[src/rtl/hicore_itcm_icb_slave.sv]
// ICB responder for instruction fetch backed by a one-cycle-latency single-port ITCM SRAM.
// Define HICORE_ITCM_WRITE_EN to allow writes; otherwise the ITCM is read-only and writes error.
module hicore_itcm_icb_slave #(
    parameter int unsigned    AW        = 32,
    parameter int unsigned    DW        = 32,
    parameter int unsigned    RAM_AW    = 14,
    parameter logic [AW-1:0]  ITCM_BASE = 32'h8000_0000,
    parameter int unsigned    OUTS_DP   = 2
) (
    input  logic              clk,
    input  logic              rst_n,
    input  logic              icb_cmd_valid_i,
    output logic              icb_cmd_ready_o,
    input  logic              icb_cmd_read_i,
    input  logic [AW-1:0]     icb_cmd_addr_i,
    input  logic [DW-1:0]     icb_cmd_wdata_i,
    input  logic [DW/8-1:0]   icb_cmd_wmask_i,
    output logic              icb_rsp_valid_o,
    input  logic              icb_rsp_ready_i,
    output logic [DW-1:0]     icb_rsp_rdata_o,
    output logic              icb_rsp_err_o,
    output logic              ram_cs_o,
    output logic              ram_we_o,
    output logic [DW/8-1:0]   ram_wem_o,
    output logic [RAM_AW-1:0] ram_addr_o,
    output logic [DW-1:0]     ram_din_o,
    input  logic [DW-1:0]     ram_dout_i
);

    // One slot per credit: an S1 entry that is not consumed always has room to drain into.
    localparam int unsigned FifoDp = OUTS_DP;
    localparam int unsigned PtrW   = (FifoDp > 1) ? $clog2(FifoDp) : 1;
    localparam int unsigned CntW   = $clog2(FifoDp + 1);

    logic            cmd_hsk;
    logic            in_range;
    logic            misalign;
    logic            wr_bad;
    logic            bad;

    logic            s1_vld_q;
    logic            s1_err_q;
    logic            s1_rd_q;
    logic [DW-1:0]   s1_rdata;

    logic [DW:0]     fifo_mem_q [FifoDp];
    logic [PtrW-1:0] wptr_q, rptr_q;
    logic [CntW-1:0] fifo_cnt_q;
    logic            fifo_empty;
    logic            fifo_full;
    logic            push;
    logic            pop;
    logic [CntW:0]   inflight;
    logic [DW:0]     rsp_ent;

    assign inflight        = {1'b0, fifo_cnt_q} + {{CntW{1'b0}}, s1_vld_q};
    assign icb_cmd_ready_o = (inflight < (CntW + 1)'(OUTS_DP));
    assign cmd_hsk         = icb_cmd_valid_i & icb_cmd_ready_o;

    assign in_range = (icb_cmd_addr_i[AW-1:RAM_AW+2] == ITCM_BASE[AW-1:RAM_AW+2]);
    assign misalign = |icb_cmd_addr_i[1:0];

`ifdef HICORE_ITCM_WRITE_EN
    assign wr_bad    = 1'b0;
    assign ram_we_o  = ram_cs_o & ~icb_cmd_read_i;
    assign ram_wem_o = ram_we_o ? icb_cmd_wmask_i : '0;
    assign ram_din_o = icb_cmd_wdata_i;
`else
    logic unused_wr;
    assign wr_bad    = ~icb_cmd_read_i;
    assign ram_we_o  = 1'b0;
    assign ram_wem_o = '0;
    assign ram_din_o = '0;
    assign unused_wr = ^{icb_cmd_wdata_i, icb_cmd_wmask_i};
`endif

    assign bad        = ~in_range | misalign | wr_bad;
    assign ram_cs_o   = cmd_hsk & ~bad;
    assign ram_addr_o = icb_cmd_addr_i[RAM_AW+1:2];

    // SRAM output is only valid in the S1 cycle, so S1 is either bypassed out or captured.
    assign s1_rdata   = (s1_rd_q & ~s1_err_q) ? ram_dout_i : '0;
    assign fifo_empty = (fifo_cnt_q == '0);
    assign fifo_full  = (fifo_cnt_q == CntW'(FifoDp));
    assign pop        = ~fifo_empty & icb_rsp_ready_i;
    assign push       = s1_vld_q & ~(fifo_empty & icb_rsp_ready_i);

    assign icb_rsp_valid_o = ~fifo_empty | s1_vld_q;
    assign rsp_ent         = fifo_empty ? {s1_rdata, s1_err_q} : fifo_mem_q[rptr_q];
    assign icb_rsp_rdata_o = rsp_ent[DW:1];
    assign icb_rsp_err_o   = rsp_ent[0];

    function automatic logic [PtrW-1:0] ptr_inc(input logic [PtrW-1:0] p);
        return (p == PtrW'(FifoDp - 1)) ? '0 : p + 1'b1;
    endfunction

    always_ff @(posedge clk or negedge rst_n) begin
        if (!rst_n) begin
            s1_vld_q   <= 1'b0;
            s1_err_q   <= 1'b0;
            s1_rd_q    <= 1'b0;
            wptr_q     <= '0;
            rptr_q     <= '0;
            fifo_cnt_q <= '0;
        end else begin
            s1_vld_q <= cmd_hsk;
            if (cmd_hsk) begin
                s1_err_q <= bad;
                s1_rd_q  <= icb_cmd_read_i;
            end
            if (push) begin
                wptr_q <= ptr_inc(wptr_q);
            end
            if (pop) begin
                rptr_q <= ptr_inc(rptr_q);
            end
            if (push && !pop) begin
                fifo_cnt_q <= fifo_cnt_q + 1'b1;
            end else if (pop && !push) begin
                fifo_cnt_q <= fifo_cnt_q - 1'b1;
            end
        end
    end

    always_ff @(posedge clk) begin
        if (push) begin
            fifo_mem_q[wptr_q] <= {s1_rdata, s1_err_q};
        end
    end

`ifndef SYNTHESIS
    a_no_push_when_full: assert property (@(posedge clk) disable iff (!rst_n)
        !(push && !pop && fifo_full));
`endif

endmodule

[config.mk]
export PLATFORM = sky130hd
export DESIGN_NAME = hicore_itcm_icb_slave
export DESIGN_NICKNAME = d
export VERILOG_FILES = /design/src/rtl/hicore_itcm_icb_slave.sv
export SDC_FILE = /design/constraint.sdc
export NUM_CORES = 1
export LEC_CHECK = 0
export CELL_PAD_IN_SITES_DETAIL_PLACEMENT = 1
export CELL_PAD_IN_SITES_GLOBAL_PLACEMENT = 1
export CORE_MARGIN = 2
export CORE_UTILIZATION = 30
export DETAILED_ROUTE_END_ITERATION = 16
export PLACE_DENSITY = 0.78
export SETUP_SLACK_MARGIN = 0.2
export SLEW_MARGIN = 20
export SYNTH_ARGS = -nofsm -noshare
export SYNTH_HDL_FRONTEND = slang
export SYNTH_SLANG_ARGS = --single-unit
[constraint.sdc]
create_clock -name clk -period 3.4 [get_ports clk]
set_input_delay 0.34 -clock clk [delete_from_list [all_inputs] [get_ports clk]]
set_output_delay 0.34 -clock clk [all_outputs]
set_load 0.005 [all_outputs]
==> results of run 1 <==
state kept, by name (all words and copies together), names as in the netlist:
signal,cells
rptr_q,1
s1_rd_q,1
wptr_q,1
fifo_mem_q,66
fifo_cnt_q,2
s1_err_q,1
s1_vld_q,1
worst reg2reg max path: cells and delay by family (launching register included):
family | cells | cell delay, ns
buffers and inverters | 2 | 0.66
AOI/OAI and AO/OA | 1 | 0.31
DFF | 1 | 0.50
and+or+nand+nor | 2 | 0.70
final cells by class:
class	instances	area, µm²	area share
Multi-Input combinational cell	200	1240	0.257
Inverter	2	7.51	0.00156
Tap cell	147	184	0.0381
Clock inverter	4	43.8	0.00908
Clock buffer	12	236	0.0490
Sequential cell	73	2160	0.447
Timing Repair Buffer	97	953	0.198
cell usage in the layout (no fill, tap or decap), types with 2 or more instances in the layout:
cell type,Yosys,routed
dfrtp_1,7,6
clkinv_2,0,2
clkbuf_16,0,9
nand2_1,3,3
and2_1,32,32
nand2b_1,2,2
inv_1,2,2
nand3_1,32,32
nor2_4,0,3
xnor2_1,2,2
mux2i_1,34,34
clkbuf_1,9,3
buf_4,51,7
a21oi_1,3,3
clkdlybuf4s50_1,0,90
nor2_1,5,2
o21ai_0,34,34
conb_1,1,37
nor4_1,2,2
edfxtp_1,66,66
or4_4,2,2
power breakdown:
group | switching, mW | internal, mW
combinational | 0.621 | 0.712
clock | 0.330 | 0.563
sequential | 0.136 | 1.21
total | 1.09 | 2.49
worst max path at each step:
stage,to,cells after the start
CTS,icb_rsp_rdata_o[8],5
detailed placement,icb_rsp_rdata_o[8],5
floorplan,fifo_mem_q[0][0],4
global placement,icb_rsp_rdata_o[8],5
finish,icb_rsp_rdata_o[8],5
global route,icb_rsp_rdata_o[2],5
per-stage QoR:
step | hold slack [ns] | power (mW)
2_1_floorplan | 0.0444 | 2.02
3_3_place_gp | 0.500 | 2.70
3_5_place_dp | 0.516 | 2.74
4_1_cts | 0.277 | 3.65
5_1_grt | 0.288 | 3.82
6_report | 0.275 | 3.57
logic make-up (layout without fill, tap and decap cells):
group           Yosys count  after routing  share of synthesized area
flops                    73             73                      0.583
simple gates             86             86                      0.133
compound gates           40             40                     0.0571
xor+xnor                  2              2                    0.00473
other cells               1             37                    0.00101
buf+inv                  71            115                      0.126
mux                      35             35                     0.0950
layer usage:
layer | up-vias | track usage | wire (µm) | part of all wire
met2 | 83 | 0.213 | 3970 | 0.50
met1 | 1152 | 0.151 | 3430 | 0.43
met4 | 0 | 0.0426 | 110 | 0.014
met3 | 12 | 0.0369 | 418 | 0.053
met5 | - | 0 | 0 | 0
li1 | 1167 | - | - | -
==> flow_metrics.tcl, run 1 <==
set metrics [dict create \
    status "completed" \
    synthArstFlopShare 0.0959 \
    path_cells "nor2_4, buf_4, nand3_1, o21ai_0, clkdlybuf4s50_1" \
    first_global_vias 2560 \
    cp.required_ns 3.06 \
    postCtsSetupRepairBufs 0 \
    syn_to_final_growth_pct 30.4 \
    cts.sink_count 73 \
    clk_latency_ns 0.32 \
    fin_nets 488 \
    rows 40 \
    tightest_slew_ns 0.643 \
    finalInstanceArea_mm2 0.00482 \
    first_pass_iters 4 \
    dpl.cell_count 519 \
    rsz0062_at_grt "no" \
    ys_seq_elements 73 \
    wl_per_cell_um 14.8 \
    power_density_mw_per_mm2 741 \
    fmaxAchievable_mhz 344 \
    synth_most_common_cell "edfxtp_1" \
    grt_usage 0.125 \
    power.leakage_nw 1.78 \
    dp_hpwl_um 5500 \
    hold_violations 0 \
    die_y_um 115 \
    via_per_inst 4.51 \
    drc 0 \
    start_kind "flop" \
    synth.top_cell.area_share 0.535 \
    place_congestion 0.672 \
    ant_nets 0 \
    hold_path_class "primary input to asynchronous set/reset pin" \
    startpoint "fifo_cnt_q[1]" \
    fillCellCount 1319 \
    instances_no_fill 535 \
    ctsRootBufferMaster "clkbuf_16" \
    drive_gt1_frac 0.0722 \
    port-buffer-count 90 \
    antenna_found_initial 0 \
    yosys-top-cells-count "66 x edfxtp_1, 51 x buf_4, 34 x mux2i_1, 34 x o21ai_0" \
    grt_max_degree 40 \
    yosysWarnings 0 \
    die_w_um 115 \
    synth-main-ff-cell "edfxtp_1" \
    clkTransAtPathRegs_ns 0.06 \
    start_util 0.308 \
    critPathKind "flop to output pin" \
    yosys.area.top_type "edfxtp_1" \
    cp_data_arrival_time_ns 2.57 \
    timing.setup.tns_ns 0 \
    antenna_cells 0 \
    dieArea_mm2 0.0132 \
    yosysSeqAreaShare 0.583 \
    finalSetupViolCount 0 \
    placed_area_mm2 0.00454 \
    finalCriticalPeriod_ns 2.91 \
    synthCells 308 \
    slowest_delay_ns 0.54 \
    synth-edff-count 66 \
    r2r.worst_path.cells 5 \
    drv_slew 0 \
    syn_area_mm2 0.00370 \
    finalClockSkew_ns 0.00701 \
    relSlewSlack 0.570 \
    cts_buffers 9 \
    reg2reg_to "fifo_mem_q[1][27]" \
    crit_slowest_cell "clkdlybuf4s50_1" \
    ys_types 30 \
    grt_overflow 0 \
    cts_max_level 3 \
    finalWirelength_um 7930 \
    synthTopCellsByArea "edfxtp_1 54%, buf_4 10%, mux2i_1 9.2%" \
    rrSetupSlack_ns 0.90 \
    worst-path-max-fanout 39 \
    ios 192 \
    cpLargestDelayFamily "buffers and inverters" \
    cts_resized 0 \
    worstSetupEndpointType "output pin" \
    grt_first_pass_wirelength_um 12800 \
    finalCritPeriodShare 0.856 \
    reg2reg_from "fifo_cnt_q[1]" \
    drtIter0Drc 62 \
    cts_tree "built" \
    postCtsHoldBufs 0 \
    final_util 0.402 \
    worst-path-buf-inv 2 \
    core_area_mm2 0.0120 \
    layout_setup_ws_ns 0.489 \
    pre_cts_ws_ns 0.780 \
    clockBufferDepth 2 \
    syn_avg_cell_area_um2 12.0 \
    max-cap-violations 0 \
    ir_worst_vdd_mv 0.269 \
    vias 2414 \
]
(Power assumes the default switching activity.)
==> run 2, diff against run 1 <==
--- a/config.mk
+++ b/config.mk
@@ -10,6 +10,7 @@
 export CORE_MARGIN = 2
 export CORE_UTILIZATION = 30
 export DETAILED_ROUTE_END_ITERATION = 16
+export GPL_TIMING_DRIVEN = 1
 export PLACE_DENSITY = 0.78
 export SETUP_SLACK_MARGIN = 0.2
 export SLEW_MARGIN = 20
==> results of run 2 <==
No change in the layout: final DEF, timing and power equal those of run 1.
